$ cat src/rtl/fifo_packer.sv
// Drains DWIDTH-bit FIFO entries and packs RATIO of them into one wide word on a valid/ready port.
// Optional macro PACKER_TIMEOUT_EN flushes a partial word after TIMEOUT idle cycles.
module fifo_packer #(
    parameter int DWIDTH  = 4,
    parameter int RATIO   = 4,
    parameter int TIMEOUT = 8
) (
    input  logic                         clk,
    input  logic                         rst,
    input  logic                         fifo_empty,
    input  logic [DWIDTH-1:0]            fifo_data,
    output logic                         fifo_read_en,
    output logic [DWIDTH*RATIO-1:0]      out_data,
    output logic [$clog2(RATIO+1)-1:0]   out_count,
    output logic                         out_valid,
    input  logic                         out_ready
);

    localparam int CW = $clog2(RATIO+1);

    typedef enum logic {
        FILL,
        HOLD
    } state_t;

    state_t                  state_q, state_d;
    logic [CW-1:0]           issued_q, issued_d;
    logic [CW-1:0]           captured_q, captured_d;
    logic                    pending_q, pending_d;
    logic [DWIDTH*RATIO-1:0] data_q, data_d;

`ifdef PACKER_TIMEOUT_EN
    logic [7:0]              idle_q, idle_d;
`else
    logic                    unused_timeout;
    assign unused_timeout = ^8'(TIMEOUT);
`endif

    // In-flight reads count against issued, so a word never over-reads the FIFO.
    assign fifo_read_en = (state_q == FILL) && !fifo_empty && !rst && (issued_q < CW'(RATIO));

    assign out_valid = (state_q == HOLD);
    assign out_count = captured_q;
    assign out_data  = data_q;

    always_comb begin
        state_d    = state_q;
        issued_d   = issued_q;
        captured_d = captured_q;
        pending_d  = 1'b0;
        data_d     = data_q;
`ifdef PACKER_TIMEOUT_EN
        idle_d     = '0;
`endif
        case (state_q)
            FILL: begin
                pending_d = fifo_read_en;
                if (fifo_read_en) begin
                    issued_d = issued_q + CW'(1);
                end
                if (pending_q) begin
                    for (int i = 0; i < RATIO; i++) begin
                        if (captured_q == CW'(i)) begin
                            data_d[i*DWIDTH +: DWIDTH] = fifo_data;
                        end
                    end
                    captured_d = captured_q + CW'(1);
                    if (captured_d == CW'(RATIO)) begin
                        state_d = HOLD;
                    end
                end
`ifdef PACKER_TIMEOUT_EN
                // Idle means a partial word with nothing in flight and nothing to read.
                if ((captured_q != '0) && (issued_q == captured_q) && fifo_empty) begin
                    idle_d = idle_q + 8'd1;
                    if (idle_d == 8'(TIMEOUT)) begin
                        state_d = HOLD;
                    end
                end
`endif
            end
            HOLD: begin
                if (out_ready) begin
                    state_d    = FILL;
                    issued_d   = '0;
                    captured_d = '0;
                    data_d     = '0;
                end
            end
        endcase
    end

    always_ff @(posedge clk) begin
        if (rst) begin
            state_q    <= FILL;
            issued_q   <= '0;
            captured_q <= '0;
            pending_q  <= 1'b0;
            data_q     <= '0;
`ifdef PACKER_TIMEOUT_EN
            idle_q     <= '0;
`endif
        end else begin
            state_q    <= state_d;
            issued_q   <= issued_d;
            captured_q <= captured_d;
            pending_q  <= pending_d;
            data_q     <= data_d;
`ifdef PACKER_TIMEOUT_EN
            idle_q     <= idle_d;
`endif
        end
    end

endmodule

$ cat config.mk
export PLATFORM = sky130hd
export DESIGN_NAME = fifo_packer
export DESIGN_NICKNAME = d
export VERILOG_FILES = /design/src/rtl/fifo_packer.sv
export SDC_FILE = /design/constraint.sdc
export NUM_CORES = 1
export LEC_CHECK = 0
export BUFFER_PORTS_ARGS = -buffer_cell sky130_fd_sc_hd__buf_2
export CAP_MARGIN = 40
export CORE_MARGIN = 8
export CORE_UTILIZATION = 50
export CTS_BUF_LIST = sky130_fd_sc_hd__clkbuf_2
export DETAILED_ROUTE_END_ITERATION = 12
export GPL_ROUTABILITY_DRIVEN = 0
export PLACE_DENSITY_LB_ADDON = 0.3
export SYNTH_ARGS = -nofsm -noshare
export SYNTH_HDL_FRONTEND = slang
export SYNTH_SLANG_ARGS = --single-unit
$ cat constraint.sdc
create_clock -name clk -period 1.6 [get_ports clk]
set_input_delay 0.16 -clock clk [delete_from_list [all_inputs] [get_ports clk]]
set_output_delay 0.16 -clock clk [all_outputs]
set_load 0.1 [all_outputs]
---- Yosys cells after proc, flatten, opt, wreduce, memory -nomap -nowiden ----
Cells that the tools add are included.
operators by class
  magnitude comparators ................... 1
  add/sub/neg operators ................... 2
  reduce and logical (&&, ||, !) cells .... 13
  bitwise gates (word level) .............. 1
  eq/ne operators ......................... 11
  mux-type cells .......................... 16
operator list
  cell                                                                     count
  16-bit 2-to-1 mux                                                        2
  16-bit case mux with 2 select lines                                      1
  4-bit 2-to-1 mux                                                         4
  3-bit case mux with 2 select lines                                       2
  3-bit AND reduction                                                      4
  3-bit 2-to-1 mux                                                         3
  2-bit by 1-bit inequality test with 1-bit output, second input constant  4
  3-bit by 1-bit adder with 3-bit output, second input constant            2
  3-bit by 2-bit == test with 1-bit output, second input constant          2
  2-bit inequality test, second input constant                             3
  2-bit AND reduction                                                      2
  3-bit by 1-bit == test with 1-bit output, second input constant          1
  3-bit == test, second input constant                                     1
  1-bit logical AND                                                        3
  3-bit logical NOT                                                        1
  3-bit < comparator, second input constant                                1
  1-bit 2-to-1 mux                                                         3
  1-bit logical NOT                                                        2
  1-bit case mux with 2 select lines                                       1
  2-bit OR reduction                                                       1
  1-bit inverter                                                           1
storage, ports and cells
  input bits .............................. 8
  logic and storage cells ................. 52
  flip-flop bits (word level) ............. 24

---- Depth between registers and ports, before layout ----
Gate-level depths: netlist of run 1.
  depth in word-level cells ............... 6
  mapped depth ............................ 6
  gate-level depth less buffers ........... 5

---- Least setup slack after synthesis of run 1 ----
No wires, ideal clock.
  path kind ............................... register to register
  from .................................... register state_q (netlist: out_valid)
  to ...................................... register issued_q[1]
  data required time ...................... 1.481 ns
  stages on the path, launching flop included .. 5
  path buffers ............................ 1
  library setup time ...................... 0.119 ns
  arrival time ............................ 2.383 ns
  setup slack ............................. -0.903 ns
  cells stage by stage .................... dfxtp_1 -> buf_6 -> nor4_4 -> nand3b_1 -> a21oi_1
between the ends
  longest elaborated chain between the ends .. 6
  elaborated cells on any way between the ends .. 8
  classes of those cells .................. eq/ne: 2; mux: 1; bitwise: 1; reduce/logical: 4
RTL lines
  item                             RTL line  text
  start, declared                  26        state_t state_q, state_d;
  start signal, assigned           104       state_q <= state_d;
  1-bit inverter                   n/a
  1-bit logical AND (3 in a row)   40        assign fifo_read_en = (state_q == FILL) && !fifo_empty && !rst && (issued_q < CW'(RATIO));
  via fifo_read_en                 12        output logic fifo_read_en,
  2-bit inequality test (no line)  n/a
  2-bit AND reduction (no line)    n/a
  end signal, assigned             105       issued_q <= issued_d;
  end, declared                    27        logic [CW-1:0] issued_q, issued_d;
The timed path passes the listed nets, and every way through them passes these cells.
A chain may end at the register's enable or synchronous reset.

---- Final worst setup path of run 1 ----
  from .................................... register state_q (netlist: out_valid)
  to ...................................... output port out_valid
RTL lines
  item           RTL line  text
  end, declared  15        output logic out_valid,
No word-level cell between the ends.

==> key figures, run 1 <==
STA
  – Worst Max-Slew Pin Slew: 0.4790 ns
  – Slew headroom: 68.07%
  – RSZ-0062 raised after global routing: false
  – Fmax: 678.3 MHz
  – Tmin final: 1.474 ns
  – Final-report max-slew violation count: 0
  – Worst Skew: 0.003027 ns
  – Final hold vios: 0
  – Final setup viols: 0
  – Crit share post-route: 92.14%

Cells and area
  – Commonest non-fill, non-tap cell in the layout: buf_2
  – Area Growth Syn to Fin: 13.91%
  – Layout cells sized above 1: 27.40%
  – Fin util: 59.39%
  – Antenna Cells: 0
  – Commonest cells after routing, fill and taps aside: 27 x buf_2, 20 x dfxtp_1, 16 x nand3b_1
  – # nets final: 163
  – Fill cells: 219

Worst setup path
  – Worst r2r src: out_count[0]
  – Kind of critical path: reg -> out
  – Setup crit start kind: flip-flop
  – Kind of end point of the critical path: output pin
  – Delay-heaviest family, CP: flip-flops
  – Worst path cell trace: buf_2
  – Stages on the worst setup path: 1
  – Worst Setup SP: out_valid
  – Slowest Stage Delay on Critical Path: 0.52 ns
  – CP max stage cell: dfxtp_4
  – Worst path bufs/invs: 1
  – Reg2reg end: out_valid
  – Worst reg2reg setup slack: 0.22 ns
  – Critical Path AT: 1.31 ns
  – Setup crit end: out_valid
  – CP Max Fanout: 22
  – CP required: 1.44 ns
  – Worst R2R Path Depth: 5

Clocking
  – Htree depth: 1
  – Cts-stage hold buffer count: 0
  – Root buf cell: clkbuf_2
  – Worst-Skew Late Latency: 0.32 ns
  – Clk buf depth: 2
  – Clk sinks: 24
  – Setup Fix Bufs, Post-CTS: 0
  – CTS-repair resized insts: 0
  – CTS Buf Count: 3
  – CTS clock-pin slew for the worst setup and hold paths: 0.20 ns
  – CTS tree: done

Die
  – Die Ht: 63.80 um
  – I/O Pins: 29
  – CORE AREA: 0.002191 sq mm
  – DIE AREA: 0.004070 sq mm
  – Initial Utilization: 52.14%
  – Placement Rows: 17
  – Die Span X: 63.80 um

Status
  – Status: completed

Yosys
  – Synth Register Bits: 24
  – Synth top area share: 42.06%
  – Top post-synthesis cells by area: dfxtp_1 42%, nand3b_1 11%, ha_1 7.7%, nand2_1 4.6%, a21oi_1 3.9%
  – Post-synth EDFFs: 0
  – Syn Std Cell Area: 0.001142 sq mm
  – Syn Inst Count: 124
  – Sequential-to-total area share from yosys stat: 42.06%
  – Yosys warning count: 0
  – Primary FF master, synth: dfxtp_1
  – Syn nets: 139
  – Post-synthesis async set-or-reset flop share: 0%
  – Syn_area_per_cell: 9.212 sq um
  – Synth cell types: 24
  – Largest area contributor in the netlist: dfxtp_1

Place
  – Hpwl dp: 1771 um
  – IO Port Bufs: 28

Pwr
  – Maximum VDD drop: 0.6198 mV
  – Power Density: 786.0 mW/mm^2
  – Overall power: 1.023 mW
  – Static Leakage: 0.5268 nW

Global route
  – Vias in the first global route: 924
  – All-Layer GR Usage: 12.34%
  – Total gr overflow: 0
  – Largest net degree at the start of global routing: 30
  – Initial antenna violation count: 0
  – First-pass GRT wire length: 4195 um

Routing
  – Drt wl/cell: 13.90 um
  – Vias per Instance: 5.437
  – Initial DRC count: 30
  – Drt first pass iters: 5
  – Routed Antenna Nets: 0
  – Routed vias: 946
  – Drt drc: 0
  – Final wirelength: 2418 um

Worst hold path
  – Min-Delay Startpoint: fifo_empty
  – Hold Path Class: in -> reg

Flow run
  – Max Cap Viol: 0
## power by group
group	switching, mW	internal [mW]	leakage [nW]
logic	0.132	0.0467	0.317
clock network	0.164	0.0511	0.0125
registers	0.0155	0.613	0.197
total	0.312	0.711	0.527
## stage by stage
stage | hold slack (ns) | cell area, sq um | cells | TNS [ns] | setup WS (ns)
6_report | 0.04675 | 1301 | 174 | 0 | 0.1258
3_3_place_gp | 0.3980 | 1286 | 171 | 0 | 0.3331
4_1_cts | 0.02724 | 1301 | 174 | 0 | 0.05788
3_5_place_dp | 0.3989 | 1286 | 171 | 0 | 0.2583
5_1_grt | 0.02063 | 1301 | 174 | 0 | 0.04024
2_1_floorplan | 0.2371 | 1152 | 124 | -1.080 | -0.4533
## cell usage after synthesis (2+ instances only)
library cell  count
a21oi_1           9
and4bb_2          2
buf_2             6
buf_6             2
dfxtp_1          24
ha_1              7
inv_1             3
mux2i_1           2
nand2_1          14
nand3_1           4
nand3b_1         16
nand4b_1          4
nor2_1            5
nor3b_1           6
o21ai_0           7
o21ai_1           5
## registers in the layout (all words and copies together), names as in the netlist
register   cells
out_data      16
issued_q       3
out_count      3
out_valid      1
pending_q      1
## logic make-up after synthesis
logic type | count (synthesis) | synth area share [%]
compound gates | 22 | 9.857
fa+ha+maj | 7 | 7.667
buf+inv | 13 | 6.572
flops | 24 | 42.06
mux | 2 | 1.753
simple gates | 56 | 32.09
## worst min-delay path by stage
| stage | end | slack, ns | depth (start not counted) |
|---|---|---|---|
| 4_1_cts | pending_q | 0.03 | 2 |
| 6_report | pending_q | 0.05 | 2 |
| 2_1_floorplan | pending_q | 0.24 | 1 |
| 5_1_grt | pending_q | 0.02 | 2 |
| 3_5_place_dp | pending_q | 0.40 | 2 |
| 3_3_place_gp | pending_q | 0.40 | 2 |
## per-layer routing
metal,track usage (%),share of wire (%),up-vias
li1,-,-,481
met1,14.42,46,442
met2,20.45,49,21
met3,3.484,3.9,2
met4,5.571,0.58,0
met5,0,0,-
## area by class of cell
cell class	count	area (sq um)	area share (%)
timing repair buffer	29	162.7	12.50
inverter	3	11.26	0.8654
clock buffer	3	15.01	1.154
tap	28	35.03	2.692
sequential	24	490.5	37.69
multi-input combinational	87	586.8	45.10
(Power assumes the default switching activity.)
==> inputs of run 2 (changes only) <==
--- a/config.mk
+++ b/config.mk
@@ -12,6 +12,7 @@
 export CTS_BUF_LIST = sky130_fd_sc_hd__clkbuf_2
 export DETAILED_ROUTE_END_ITERATION = 12
 export GPL_ROUTABILITY_DRIVEN = 0
+export HOLD_SLACK_MARGIN = 0.12
 export PLACE_DENSITY_LB_ADDON = 0.3
 export SYNTH_ARGS = -nofsm -noshare
 export SYNTH_HDL_FRONTEND = slang
==> run 2 against run 1 <==
Net effect:
- register-to-register slack about the same
- sequential power about the same
- utilization up 2.6 points
- clock skew about the same
- cell count increased by 3.4%
- sequential cell count unchanged
- die area unchanged
- design area rose by 4.4%
- count of clock-buffer cells in the layout is the same
- maximum frequency up 0.35%
- highest routed layer unchanged
==> key figures, run 2 (synthesis gave the netlist of run 1 again) <==
Pwr
  – Clock power share: 20.7% (-0.3 points)
  – Switching power: 0.3127 mW (+0.29%)
  – Maximum VDD drop: 0.6180 mV (-0.28%)
  – Power Density: 759.9 mW/mm^2 (-3.3%)
  – Static Leakage: 0.5532 nW (+5.0%)
  – Flop pwr share: 60.9% (-0.6 points)
  – Int Pwr: 0.7199 mW (+1.3%)
  – Gate power share: 18.4% (+0.9 points)
  – Switching portion of total power: 30.28% (-0.20 points)

Global route
  – First-pass GRT wire length: 4271 um (+1.8%)
  – Vias in the first global route: 945 (+2.3%)
  – Total gr overflow: 0 (unchanged)
  – Largest net degree at the start of global routing: 30 (unchanged)
  – Initial antenna violation count: 0 (unchanged)
  – All-Layer GR Usage: 12.59% (+0.25 points)

Worst setup path
  – CP max stage cell: dfxtp_4
  – Slowest Stage Delay on Critical Path: 0.52 ns (about the same)
  – Setup crit start kind: flip-flop
  – Worst path cell trace: buf_2
  – Kind of critical path: reg -> out
  – CP Max Fanout: 22 (unchanged)
  – CP required: 1.44 ns (about the same)
  – Worst path bufs/invs: 1 (unchanged)
  – Critical Path AT: 1.31 ns (about the same)
  – Kind of end point of the critical path: output pin
  – Delay-heaviest family, CP: flip-flops

Routing
  – Drt drc: 0 (unchanged)
  – Routed Antenna Nets: 0 (unchanged)
  – Routed vias: 961 (+1.6%)
  – Vias per Instance: 5.339 (-1.8%)
  – Final wirelength: 2542 um (+5.1%)
  – Drt first pass iters: 4 (-1)
  – Drt wl/cell: 14.12 um (+1.6%)
  – Initial DRC count: 27 (-10%)

Clocking
  – CTS tree: done
  – CTS-repair resized insts: 0 (unchanged)
  – Htree depth: 1 (unchanged)
  – Clk buf depth: 2 (unchanged)
  – CTS clock-pin slew for the worst setup and hold paths: 0.20 ns (about the same)
  – Worst-Skew Late Latency: 0.31 ns (about the same)
  – Root buf cell: clkbuf_2
  – CTS Buf Count: 3 (unchanged)
  – Clk sinks: 24 (unchanged)

Place
  – IO Port Bufs: 28 (unchanged)
  – Hpwl dp: 1771 um (unchanged)

STA
  – Worst Max-Slew Pin Slew: 0.4895 ns (+0.01053 ns)
  – Final hold vios: 0 (unchanged)
  – Final-report max-slew violation count: 0 (unchanged)
  – Crit share post-route: 91.82% (-0.32 points)
  – WHS: 0.1768 ns (+0.1301 ns)
  – Worst Skew: 0.003087 ns (+0.00005946 ns)
  – RSZ-0062 raised after global routing: false
  – Slew headroom: 67.59% (-0.48 points)
  – Tmin final: 1.469 ns (-0.005094 ns)
  – Fmax: 680.7 MHz (+0.35%)
  – Final setup viols: 0 (unchanged)

Worst hold path
  – Hold Path Class: in -> reg

Cells and area
  – Largest register FFs: 16 (unchanged)
  – # nets final: 169 (+3.7%)
  – Fin util: 62.02% (+2.6 points)
  – Antenna Cells: 0 (unchanged)
  – Layout cells sized above 1: 26.97% (-0.42 points)
  – Commonest cells after routing, fill and taps aside: 27 x buf_2, 20 x dfxtp_1, 16 x nand3b_1
  – Commonest non-fill, non-tap cell in the layout: buf_2
  – Area Growth Syn to Fin: 18.95%

Die
  – Die Span X: 63.80 um (unchanged)
  – Placement Rows: 17 (unchanged)
  – DIE AREA: 0.004070 sq mm (unchanged)
  – Die Ht: 63.80 um (unchanged)
  – CORE AREA: 0.002191 sq mm (unchanged)
  – Initial Utilization: 52.14% (unchanged)
  – I/O Pins: 29 (unchanged)

Status
  – Status: completed

Flow run
  – Max Cap Viol: 0 (unchanged)
-- run 2: changes by cell type in the layout (fill, tap and decap cells not counted) --
cell,before,now
dlygate4sd3_1,0,5
buf_4,1,2
-- run 2: metrics by stage --
stage               total power, mW  worst slack [ns]  std cells  cell area (sq um)  setup TNS (ns)
global placement             0.8167            0.3331        171               1286               0
global route                  1.079           0.04909        180               1359               0
finish                        1.033            0.1309        180               1359               0
floorplan                    0.7831           -0.4533        124               1152          -1.080
detailed placement           0.8206            0.2583        171               1286               0
CTS                           1.044           0.01081        179               1351               0
-- run 2: power groups by stage --
stage	sequential [mW]	clock (mW)	combinational [mW]
after floorplan	0.711	0	0.0717
after global placement	0.640	0	0.177
after detailed placement	0.641	0	0.179
after CTS	0.629	0.226	0.190
after global routing	0.632	0.244	0.203
final	0.629	0.214	0.190
-- run 2: worst paths after layout --
kind | start | end | slack (ns) | depth (start not counted)
worst max register to register | out_count[0] | out_valid | 0.22 | 5
worst min register to register | out_data[13] | out_data[13] | 0.48 | 2
worst min-delay path | out_ready | out_valid | 0.18 | 4
worst max-delay path | out_valid | out_valid | 0.13 | 1
-- run 2: per-layer routing --
layer	up-vias	routed length, um	global-route usage [%]	share of wire, %
met2	17	1223	21.20	48
met4	0	14	5.571	0.55
met3	2	76	3.310	3.0
met5	-	0	0	0
met1	453	1227	14.62	48
li1	489	-	-	-
-- run 2: layout make-up --
cell class              instances  area, sq um
clock buffers                   3        15.01
fillers                       210        832.0
inverters                       3        11.26
multi-input cells              87        586.8
flip-flops and latches         24        490.5
well taps                      28        35.03
repair buffers                 35        220.2
-- run 2: timing repair --
action | CTS | global route
hold buffers | 5 | 0
setup endpoints to repair | 0 | 1
endpoints found under the hold margin | 5 | 0
setup buffers | 0 | 1
==> inputs of run 3 (changes only) <==
--- a/config.mk
+++ b/config.mk
@@ -14,6 +14,7 @@
 export GPL_ROUTABILITY_DRIVEN = 0
 export HOLD_SLACK_MARGIN = 0.12
 export PLACE_DENSITY_LB_ADDON = 0.3
+export RECOVER_POWER = 25
 export SYNTH_ARGS = -nofsm -noshare
 export SYNTH_HDL_FRONTEND = slang
 export SYNTH_SLANG_ARGS = --single-unit
==> run 3 against run 2 <==
Net effect:
- clock power is essentially flat
- critical endpoint unchanged
- utilization shrank 0.11 points
- routed wire length shrank 0.28%
- global-route usage is the same
- setup slack gained 0.0032 ns
- highest routed layer unchanged
==> key figures, run 3 (synthesis gave the netlist of run 1 again) <==
Cells and area
  – Commonest non-fill, non-tap cell in the layout: buf_2
  – Layout cells sized above 1: 25.66% (-1.3 points)
  – Antenna Cells: 0 (unchanged)
  – Multi-input logic area: 584.3 sq um (-0.43%)
  – Fill cells: 210 (unchanged)
  – Fin util: 61.91% (-0.11 points)
  – Cell Count, Final, Fillers Out: 180 (unchanged)
  – Sequential cell area: 490.5 sq um (unchanged)
  – # nets final: 169 (unchanged)
  – Commonest cells after routing, fill and taps aside: 27 x buf_2, 20 x dfxtp_1, 16 x nand3b_1
  – Area Growth Syn to Fin: 18.73%
  – Largest register FFs: 16 (unchanged)

Clocking
  – CTS tree: done
  – Worst-Skew Late Latency: 0.32 ns (about the same)
  – CTS clock-pin slew for the worst setup and hold paths: 0.20 ns (about the same)
  – Clk buf depth: 2 (unchanged)
  – Clk sinks: 24 (unchanged)
  – Htree depth: 1 (unchanged)
  – CTS Buf Count: 3 (unchanged)
  – Root buf cell: clkbuf_2

Place
  – IO Port Bufs: 28 (unchanged)
  – Placed Cells: 171 (unchanged)
  – Hpwl dp: 1771 um (unchanged)

Worst setup path
  – Worst R2R Path Depth: 3 (-2)
  – Stages on the worst setup path: 1 (unchanged)
  – Setup crit start kind: flip-flop
  – Reg2reg end: out_data[14]
  – Critical Path AT: 1.31 ns (about the same)
  – Delay-heaviest family, CP: flip-flops
  – Worst r2r src: out_valid
  – Slowest Stage Delay on Critical Path: 0.52 ns (about the same)
  – Kind of end point of the critical path: output pin
  – Worst Setup SP: out_valid
  – Worst reg2reg setup slack: 0.17 ns (-0.05 ns)
  – CP max stage cell: dfxtp_4
  – CP required: 1.44 ns (about the same)
  – Worst path bufs/invs: 1 (unchanged)
  – Worst path cell trace: buf_2
  – Kind of critical path: reg -> out
  – CP Max Fanout: 22 (unchanged)

Die
  – I/O Pins: 29 (unchanged)
  – Placement Rows: 17 (unchanged)
  – DIE AREA: 0.004070 sq mm (unchanged)
  – Die Ht: 63.80 um (unchanged)
  – Die Span X: 63.80 um (unchanged)
  – Initial Utilization: 52.14% (unchanged)
  – CORE AREA: 0.002191 sq mm (unchanged)

Pwr
  – Maximum VDD drop: 0.6182 mV (about the same)
  – Overall power: 1.033 mW (about the same)
  – Power Density: 761.3 mW/mm^2 (+0.19%)
  – Static Leakage: 0.5545 nW (+0.23%)

Routing
  – Routed Antenna Nets: 0 (unchanged)
  – Initial DRC count: 39 (+44%)
  – Drt drc: 0 (unchanged)
  – Final wirelength: 2535 um (-0.28%)
  – Routed vias: 971 (+1.0%)
  – Drt wl/cell: 14.08 um (-0.28%)
  – Drt first pass iters: 4 (unchanged)
  – Vias per Instance: 5.394 (+1.0%)

Global route
  – Largest net degree at the start of global routing: 30 (unchanged)
  – First-pass GRT wire length: 4271 um (unchanged)
  – All-Layer GR Usage: 12.59% (unchanged)
  – Initial antenna violation count: 0 (unchanged)
  – Total gr overflow: 0 (unchanged)
  – Vias in the first global route: 945 (unchanged)

STA
  – Final-report max-slew violation count: 0 (unchanged)
  – Crit share post-route: 91.62% (-0.20 points)
  – Slew headroom: 54.09% (-13 points)
  – RSZ-0062 raised after global routing: false
  – Tmin final: 1.466 ns (-0.003240 ns)
  – Fmax: 682.2 MHz (+0.22%)
  – Worst Skew: 0.002649 ns (-0.0004381 ns)
  – WHS: 0.1606 ns (-0.01625 ns)
  – Final setup viols: 0 (unchanged)
  – Worst Max-Slew Pin Slew: 0.6870 ns (+0.1975 ns)
  – Final hold vios: 0 (unchanged)

Status
  – Status: completed

Flow run
  – Max Cap Viol: 0 (unchanged)

Worst hold path
  – Hold Path Depth: 4 (unchanged)
  – Min-Delay Startpoint: out_ready
  – Hold Path End: out_valid
  – Hold Path Class: in -> reg
[run 3: cell types whose count changed in the layout (fill, tap and decap cells not counted)]
cell | previous run | this run
o21ai_0 | 7 | 10
o21ai_1 | 5 | 2
nand2_1 | 14 | 15
and4bb_1 | 0 | 1
and4bb_2 | 2 | 1
nand2_2 | 1 | 0
[run 3: timing repair]
action	in CTS	in global routing
buffers inserted	0	1
gates resized for setup	0	0
endpoints found under the setup margin	0	1
hold endpoints to repair	5	0
hold buffers	5	0
[run 3: how the worst max path moves through the flow]
stage,end,slack (ns)
CTS,fifo_read_en,0.01
detailed placement,out_valid,0.26
global route,out_data[14],0.04
finish,out_valid,0.13
floorplan,issued_q[1],-0.45
global placement,out_valid,0.33
[run 3: power breakdown]
group | leakage, nW | internal [mW] | switching (mW)
registers | 0.197 | 0.613 | 0.0157
logic | 0.345 | 0.0552 | 0.134
clock network | 0.0125 | 0.0511 | 0.164
[run 3: area by class of cell]
class                      count  area share, %
multi-input combinational     87          43.08
sequential                    24          36.16
timing repair buffer          35          16.24
tap                           28          2.583
clock buffer                   3          1.107
inverter                       3         0.8303
[run 3: stage by stage]
step                      setup slack [ns]  area [sq um]  TNS, ns
after floorplan                    -0.4533          1152   -1.080
after global placement              0.3331          1286        0
after detailed placement            0.2583          1286        0
after CTS                          0.01081          1351        0
after global routing               0.04444          1356        0
final                               0.1342          1356        0
[run 3: per-layer routing]
metal | part of all wire [%] | routed length, um | global-route usage (%)
met4 | 0.75 | 19 | 5.571
met5 | 0 | 0 | 0
met3 | 3.4 | 87 | 3.310
met1 | 46 | 1160 | 14.62
met2 | 50 | 1268 | 21.20
[run 3: tightest hold or removal path: cells and delay by family]
family                 cells  cell delay (ns)
AOI/OAI and AO/OA          1             0.12
and+or+nand+nor            2             0.09
buffers and inverters      1             0.10
